## src/rtl/demux_1to16_seq_pkg.sv

```systemverilog
// Shared widths and FSM state encoding for the 1:16 serial-to-parallel demux.
// Latency: n/a (constants and types only).
// Backpressure: n/a.
// Optional feature macro: DEMUX_PARITY_EN adds the PARITY state.
package demux_pkg;

   localparam int FRAME_W = 16;
   localparam int SLOT_W  = 4;

   // State codes kept as plain constants so legacy code can compare raw bits.
   localparam logic [1:0] ST_IDLE    = 2'd0;
   localparam logic [1:0] ST_COLLECT = 2'd1;
`ifdef DEMUX_PARITY_EN
   localparam logic [1:0] ST_PARITY  = 2'd2;
`endif

   typedef enum logic [1:0] {
      IDLE    = ST_IDLE,
      COLLECT = ST_COLLECT
`ifdef DEMUX_PARITY_EN
      ,
      PARITY  = ST_PARITY
`endif
   } state_e;

endpackage

```

## src/rtl/demux_1to16_seq_if.sv

```systemverilog
// Serial-in / frame-out bundle for demux_1to16_seq.
// Latency: n/a (wiring only).
// Backpressure: out_ready from the frame consumer; serial side has no ready.
// Ports: master = stream source + frame consumer, slave = the demux itself.
// Optional feature macro: DEMUX_PARITY_EN adds parity_err.
interface demux_1to16_seq_if;
   import demux_pkg::*;

   logic               in_bit;
   logic               in_valid;
   logic               sof;
   logic [SLOT_W-1:0]  select;
   logic [FRAME_W-1:0] out;
   logic               out_valid;
   logic               out_ready;
   logic               overflow;
`ifdef DEMUX_PARITY_EN
   logic               parity_err;
`endif

   modport master (
      output in_bit, in_valid, sof, out_ready,
      input  select, out, out_valid, overflow
`ifdef DEMUX_PARITY_EN
      , input parity_err
`endif
   );

   modport slave (
      input  in_bit, in_valid, sof, out_ready,
      output select, out, out_valid, overflow
`ifdef DEMUX_PARITY_EN
      , output parity_err
`endif
   );

endinterface

```

## src/rtl/demux_1to16_seq.sv

```systemverilog
// Deserializes a 16-slot TDM bit stream into one 16-bit frame (receive side of the 16:1 mux).
// Latency: frame appears on out/out_valid one clock after the last slot (or parity) bit is accepted.
// Backpressure: out held while out_valid && !out_ready; a frame completing then is dropped and overflow sticks until rst.
// Ports: clk, rst (sync, active-high); bus (slave): in_bit/in_valid/sof in, select/out/out_valid/overflow out, out_ready in.
// Optional feature macro: DEMUX_PARITY_EN -- trailing even-parity bit per frame and parity_err output.
module demux_1to16_seq
   import demux_pkg::*;
#(
   parameter bit LSB_FIRST = 1'b1
)(
   input logic              clk,
   input logic              rst,
   demux_1to16_seq_if.slave bus
);

   localparam logic [SLOT_W-1:0] LAST_SLOT = SLOT_W'(FRAME_W - 1);

   state_e             state, state_nxt;
   logic [SLOT_W-1:0]  sel, sel_nxt;
   logic [FRAME_W-1:0] frame, frame_nxt;   // partial frame being assembled
   logic               done;               // a complete frame is offered this cycle
   logic [FRAME_W-1:0] done_word;
   logic [FRAME_W-1:0] out_q;
   logic               out_valid_q;
   logic               overflow_q;
`ifdef DEMUX_PARITY_EN
   logic               done_perr;
   logic               parity_err_q;
`endif

   // Slot-to-bit mapping; slot order reverses when the stream is MSB-first.
   function automatic logic [SLOT_W-1:0] bit_pos(input logic [SLOT_W-1:0] slot);
      return LSB_FIRST ? slot : (LAST_SLOT - slot);
   endfunction

   always_comb begin
      state_nxt = state;
      sel_nxt   = sel;
      frame_nxt = frame;
      done      = 1'b0;
      done_word = frame;
`ifdef DEMUX_PARITY_EN
      done_perr = 1'b0;
`endif
      if (bus.in_valid) begin
         if (bus.sof) begin
            // sof always wins: any partial frame (or pending parity) is thrown away.
            frame_nxt                = '0;
            frame_nxt[bit_pos('0)]   = bus.in_bit;
            sel_nxt                  = SLOT_W'(1);
            state_nxt                = COLLECT;
         end else begin
            case (state)
               COLLECT: begin
                  frame_nxt[bit_pos(sel)] = bus.in_bit;
                  if (sel == LAST_SLOT) begin
                     sel_nxt = '0;
`ifdef DEMUX_PARITY_EN
                     state_nxt = PARITY;
`else
                     done      = 1'b1;
                     done_word = frame_nxt;
                     frame_nxt = '0;
                     state_nxt = IDLE;
`endif
                  end else begin
                     sel_nxt = sel + SLOT_W'(1);
                  end
               end
`ifdef DEMUX_PARITY_EN
               PARITY: begin
                  // Even parity: data ones plus parity bit must total an even count.
                  done      = 1'b1;
                  done_word = frame;
                  done_perr = (^frame) != bus.in_bit;
                  frame_nxt = '0;
                  state_nxt = IDLE;
               end
`endif
               default: begin
                  // IDLE ignores everything but sof.
                  state_nxt = IDLE;
                  sel_nxt   = '0;
               end
            endcase
         end
      end
   end

   always_ff @(posedge clk) begin
      if (rst) begin
         state       <= IDLE;
         sel         <= '0;
         frame       <= '0;
         out_q       <= '0;
         out_valid_q <= 1'b0;
         overflow_q  <= 1'b0;
`ifdef DEMUX_PARITY_EN
         parity_err_q <= 1'b0;
`endif
      end else begin
         state <= state_nxt;
         sel   <= sel_nxt;
         frame <= frame_nxt;
         if (done) begin
            // Slot is free if empty or being drained this very cycle.
            if (!out_valid_q || bus.out_ready) begin
               out_q       <= done_word;
               out_valid_q <= 1'b1;
`ifdef DEMUX_PARITY_EN
               parity_err_q <= done_perr;
`endif
            end else begin
               overflow_q <= 1'b1;
            end
         end else if (out_valid_q && bus.out_ready) begin
            out_valid_q <= 1'b0;
         end
      end
   end

   assign bus.select    = sel;
   assign bus.out       = out_q;
   assign bus.out_valid = out_valid_q;
   assign bus.overflow  = overflow_q;
`ifdef DEMUX_PARITY_EN
   assign bus.parity_err = parity_err_q;
`endif

endmodule

```

## src/flat_wrapper.sv

```systemverilog
// flat-port wrapper written by rule: the top's interface ports become plain ports
module demux_1to16_seq_flat import demux_pkg::*;
#(
   parameter bit LSB_FIRST = 1'b1
)
  (clk, rst, bus_in_bit, bus_in_valid, bus_sof, bus_out_ready, bus_select, bus_out, bus_out_valid, bus_overflow);
  demux_1to16_seq_if bus_i ();
  input logic clk;
  input logic rst;
  input wire logic [$bits(bus_i.in_bit)-1:0] bus_in_bit;
  input wire logic [$bits(bus_i.in_valid)-1:0] bus_in_valid;
  input wire logic [$bits(bus_i.sof)-1:0] bus_sof;
  input wire logic [$bits(bus_i.out_ready)-1:0] bus_out_ready;
  output wire logic [$bits(bus_i.select)-1:0] bus_select;
  output wire logic [$bits(bus_i.out)-1:0] bus_out;
  output wire logic [$bits(bus_i.out_valid)-1:0] bus_out_valid;
  output wire logic [$bits(bus_i.overflow)-1:0] bus_overflow;
  assign bus_i.in_bit = bus_in_bit;
  assign bus_i.in_valid = bus_in_valid;
  assign bus_i.sof = bus_sof;
  assign bus_i.out_ready = bus_out_ready;
  assign bus_select = bus_i.select;
  assign bus_out = bus_i.out;
  assign bus_out_valid = bus_i.out_valid;
  assign bus_overflow = bus_i.overflow;
  demux_1to16_seq #(.LSB_FIRST(LSB_FIRST)) u_core (.clk(clk), .rst(rst), .bus(bus_i));
endmodule
```

## config.mk

```make
export PLATFORM = sky130hd
export DESIGN_NAME = demux_1to16_seq_flat
export DESIGN_NICKNAME = d
export VERILOG_FILES = /design/src/rtl/demux_1to16_seq_pkg.sv /design/src/rtl/demux_1to16_seq_if.sv /design/src/rtl/demux_1to16_seq.sv /design/src/flat_wrapper.sv
export SDC_FILE = /design/constraint.sdc
export NUM_CORES = 1
export LEC_CHECK = 0
export CAP_MARGIN = 15
export CORE_MARGIN = 4
export CORE_UTILIZATION = 45
export DETAILED_ROUTE_END_ITERATION = 7
export GPL_TIMING_DRIVEN = 0
export PLACE_DENSITY = 0.66
export SYNTH_ARGS = -nofsm -noshare
export SYNTH_HDL_FRONTEND = slang
export SYNTH_SLANG_ARGS = --single-unit
export TNS_END_PERCENT = 50
```

## constraint.sdc

```tcl
create_clock -name clk -period 2.8 [get_ports clk]
set_input_delay 0.42 -clock clk [delete_from_list [all_inputs] [get_ports clk]]
set_output_delay 0.42 -clock clk [all_outputs]
set_load 0.03 [all_outputs]
```

==> flow_metrics.env <==
export IMPL_status="finished clean"
export IMPL_finalSetupTns_ns=0
export IMPL_ys_types=34
export IMPL_crit_type="register to output pin"
export IMPL_dpl_worst_slack_ns=0.8081
export IMPL_grt_pass1_wl_um=7803
export IMPL_setup_slack_ns=0.9410
export IMPL_synthTopCellsByCount="38 x dfxtp_1, 18 x a31oi_1, 15 x mux2i_1"
export IMPL_power_density_mw_per_mm2=468.1
export IMPL_utilization_pct=59.42
export IMPL_fin_crit_sh_pct=66.39
export IMPL_synth_most_common_cell="dfxtp_1"
export IMPL_h_tree_depth=2
export IMPL_grt_overflow=0
export IMPL_cp_max_fo=6
export IMPL_async_reset_ff_share_pct=0
export IMPL_synth_fp_nets=184
export IMPL_die_h_um=71.89
export IMPL_multi_input_area_um2=912.1
export IMPL_place_gp_congestion=0.8200
export IMPL_start_kind="register"
export IMPL_cp_data_arrival_time_ns=1.44
export IMPL_design_core_area_mm2=0.003799
export IMPL_clk_pin_slew_ns=0.08
export IMPL_critPathBufInv=1
export IMPL_p_leak_nw=0.8002
export IMPL_synthCells=174
export IMPL_antenna_found_initial=0
export IMPL_wl_per_cell_um=17.84
export IMPL_drt_iter0_markers=86
export IMPL_dp_hpwl_um=3141
export IMPL_setup_violations=0
export IMPL_finalCriticalPeriod_ns=1.859
export IMPL_fin_skew_ns=0.009287
export IMPL_die_w_um=71.89
export IMPL_maxCapViolCount=0
export IMPL_ys_top_cells_by_area="dfxtp_1 41%, mux2i_1 8.2%, a211oi_2 6.8%"
export IMPL_syn_area_mm2=0.001837
export IMPL_routed_wl_um=4548
export IMPL_clk_path_buf_depth=2
export IMPL_slew_headroom_pct=49.37
export IMPL_grt_max_degree=12
export IMPL_synth_top_area_cell="dfxtp_1"
export IMPL_post_cts_resized=0
export IMPL_synth_seq_cells=38
export IMPL_drc=0
export IMPL_drive_gt1_share_pct=18.84
export IMPL_port_buffers=25
export IMPL_fillCellCount=349
export IMPL_worst_pin_slew_ns=0.7595
export IMPL_critPathTopFamily="buffers and inverters"
export IMPL_synth_top_cell_area_share_pct=41.42
export IMPL_cts_tree="done"
export IMPL_io_pins=28
export IMPL_cts_buffers=5
export IMPL_synth_edf_count=0
export IMPL_fin_nets=216
export IMPL_path_cells="clkdlybuf4s50_1"
export IMPL_grt_total_usage_pct=19.22
export IMPL_syn_avg_cell_area_um2=10.56
export IMPL_rsz0062_at_grt="false"
export IMPL_vdd_drop_max_v=0.0003189
export IMPL_start_util_pct=48.35
export IMPL_rows=22
export IMPL_whs_ns=0.4642
export IMPL_clkSinkCount=38
export IMPL_cpPeakStageDelay_ns=0.71
export IMPL_syn_to_final_growth_pct=22.89
export IMPL_synth_seq_area_share_pct=41.42
export IMPL_endpoint_kind="output pin"
export IMPL_root_buffer="clkbuf_8"
export IMPL_hp_class="register to register"
export IMPL_ant_nets=0
export IMPL_clkLatencyLatePin_ns=0.29
export IMPL_drt_first_pass_iters=4
export IMPL_drt_vias_per_instance=5.800
export IMPL_final_max_slew_viol_count=0
export IMPL_n_antenna_cell=0
export IMPL_hold_violations=0
export IMPL_post_cts_setup_buffers=0
export IMPL_grt_pass1_vias=1568
export IMPL_slowest_stage="clkdlybuf4s50_1"
export IMPL_die_area_mm2=0.005168
export IMPL_synthFlopType="dfxtp_1"
export IMPL_num_vias=1479
export IMPL_placed_cell_area_mm2=0.002147
export IMPL_fmax_ghz=0.5379
export IMPL_yosys_warnings=0
export IMPL_seq_area_um2=760.7
export IMPL_cts_hold_buffers=0
export IMPL_design_area_mm2=0.002257
export IMPL_required_ns=2.38
## registers in the layout, summed over array words and instances (netlist names)
register	flops
u_core.bus.overflow	1
u_core.frame	15
u_core.bus.out_valid	1
u_core.bus.out	16
u_core.bus.select	4
u_core.state	1
## per-layer routing
layer | GRT usage (%) | routed length, µm | vias up
li1 | - | - | 725
met1 | 25.81 | 2180 | 720
met2 | 31.73 | 2153 | 28
met3 | 3.463 | 173 | 6
met4 | 5.219 | 40 | 0
met5 | 0 | 0 | -
## cell families after synthesis
kind of cell | share of synthesized area (%)
flip-flops | 41.42
XOR/XNOR | 0.4769
AO/OA/AOI/OAI | 25.82
multiplexers | 8.174
AND/OR/NAND/NOR | 12.46
adder cells (fa/ha/maj) | 2.725
buffers and inverters | 8.923
## placed cells by master (no fill, tap or decap), drive strengths merged, types with 2 or more instances in the layout
cell type	count
a211oi	17
a21oi	3
a31oi	18
and2b	2
buf	16
clkbuf	13
clkdlybuf4s50	25
dfxtp	38
ha	4
inv	4
mux2i	15
nand2b	3
nand3	5
nand3b	8
nand4	2
nor2	4
nor3b	4
o2bb2ai	14
## final timing paths
path                         from                end  slack, ns  depth (start not counted)
max          u_core.bus.select[1]      bus_select[1]       0.94                          1
min               u_core.frame[9]    u_core.frame[9]       0.46                          1
max reg2reg  u_core.bus.select[1]  u_core.bus.out[6]       1.06                          6
min reg2reg       u_core.frame[9]    u_core.frame[9]       0.46                          1
## power by group
part | internal [mW] | switching, mW
Combinational | 0.0230 | 0.0409
Clock | 0.249 | 0.197
Sequential | 0.543 | 0.00345
## stage by stage
| stage | total power, mW | instances |
|---|---|---|
| final | 1.057 | 255 |
| after global routing | 1.088 | 255 |
| after CTS | 1.060 | 255 |
| after detailed placement | 0.6233 | 247 |
| after global placement | 0.6221 | 247 |
| after floorplan | 0.6001 | 174 |
## final cells by class
| type | count | area share [%] |
|---|---|---|
| multi-input cells | 111 | 40.41 |
| flip-flops and latches | 38 | 33.70 |
| repair buffers | 25 | 11.09 |
| plain buffers | 21 | 6.596 |
| clock buffers | 8 | 4.878 |
| well taps | 48 | 2.661 |
| inverters | 4 | 0.6652 |
Note: power is estimated with default switching activity, not from simulation.
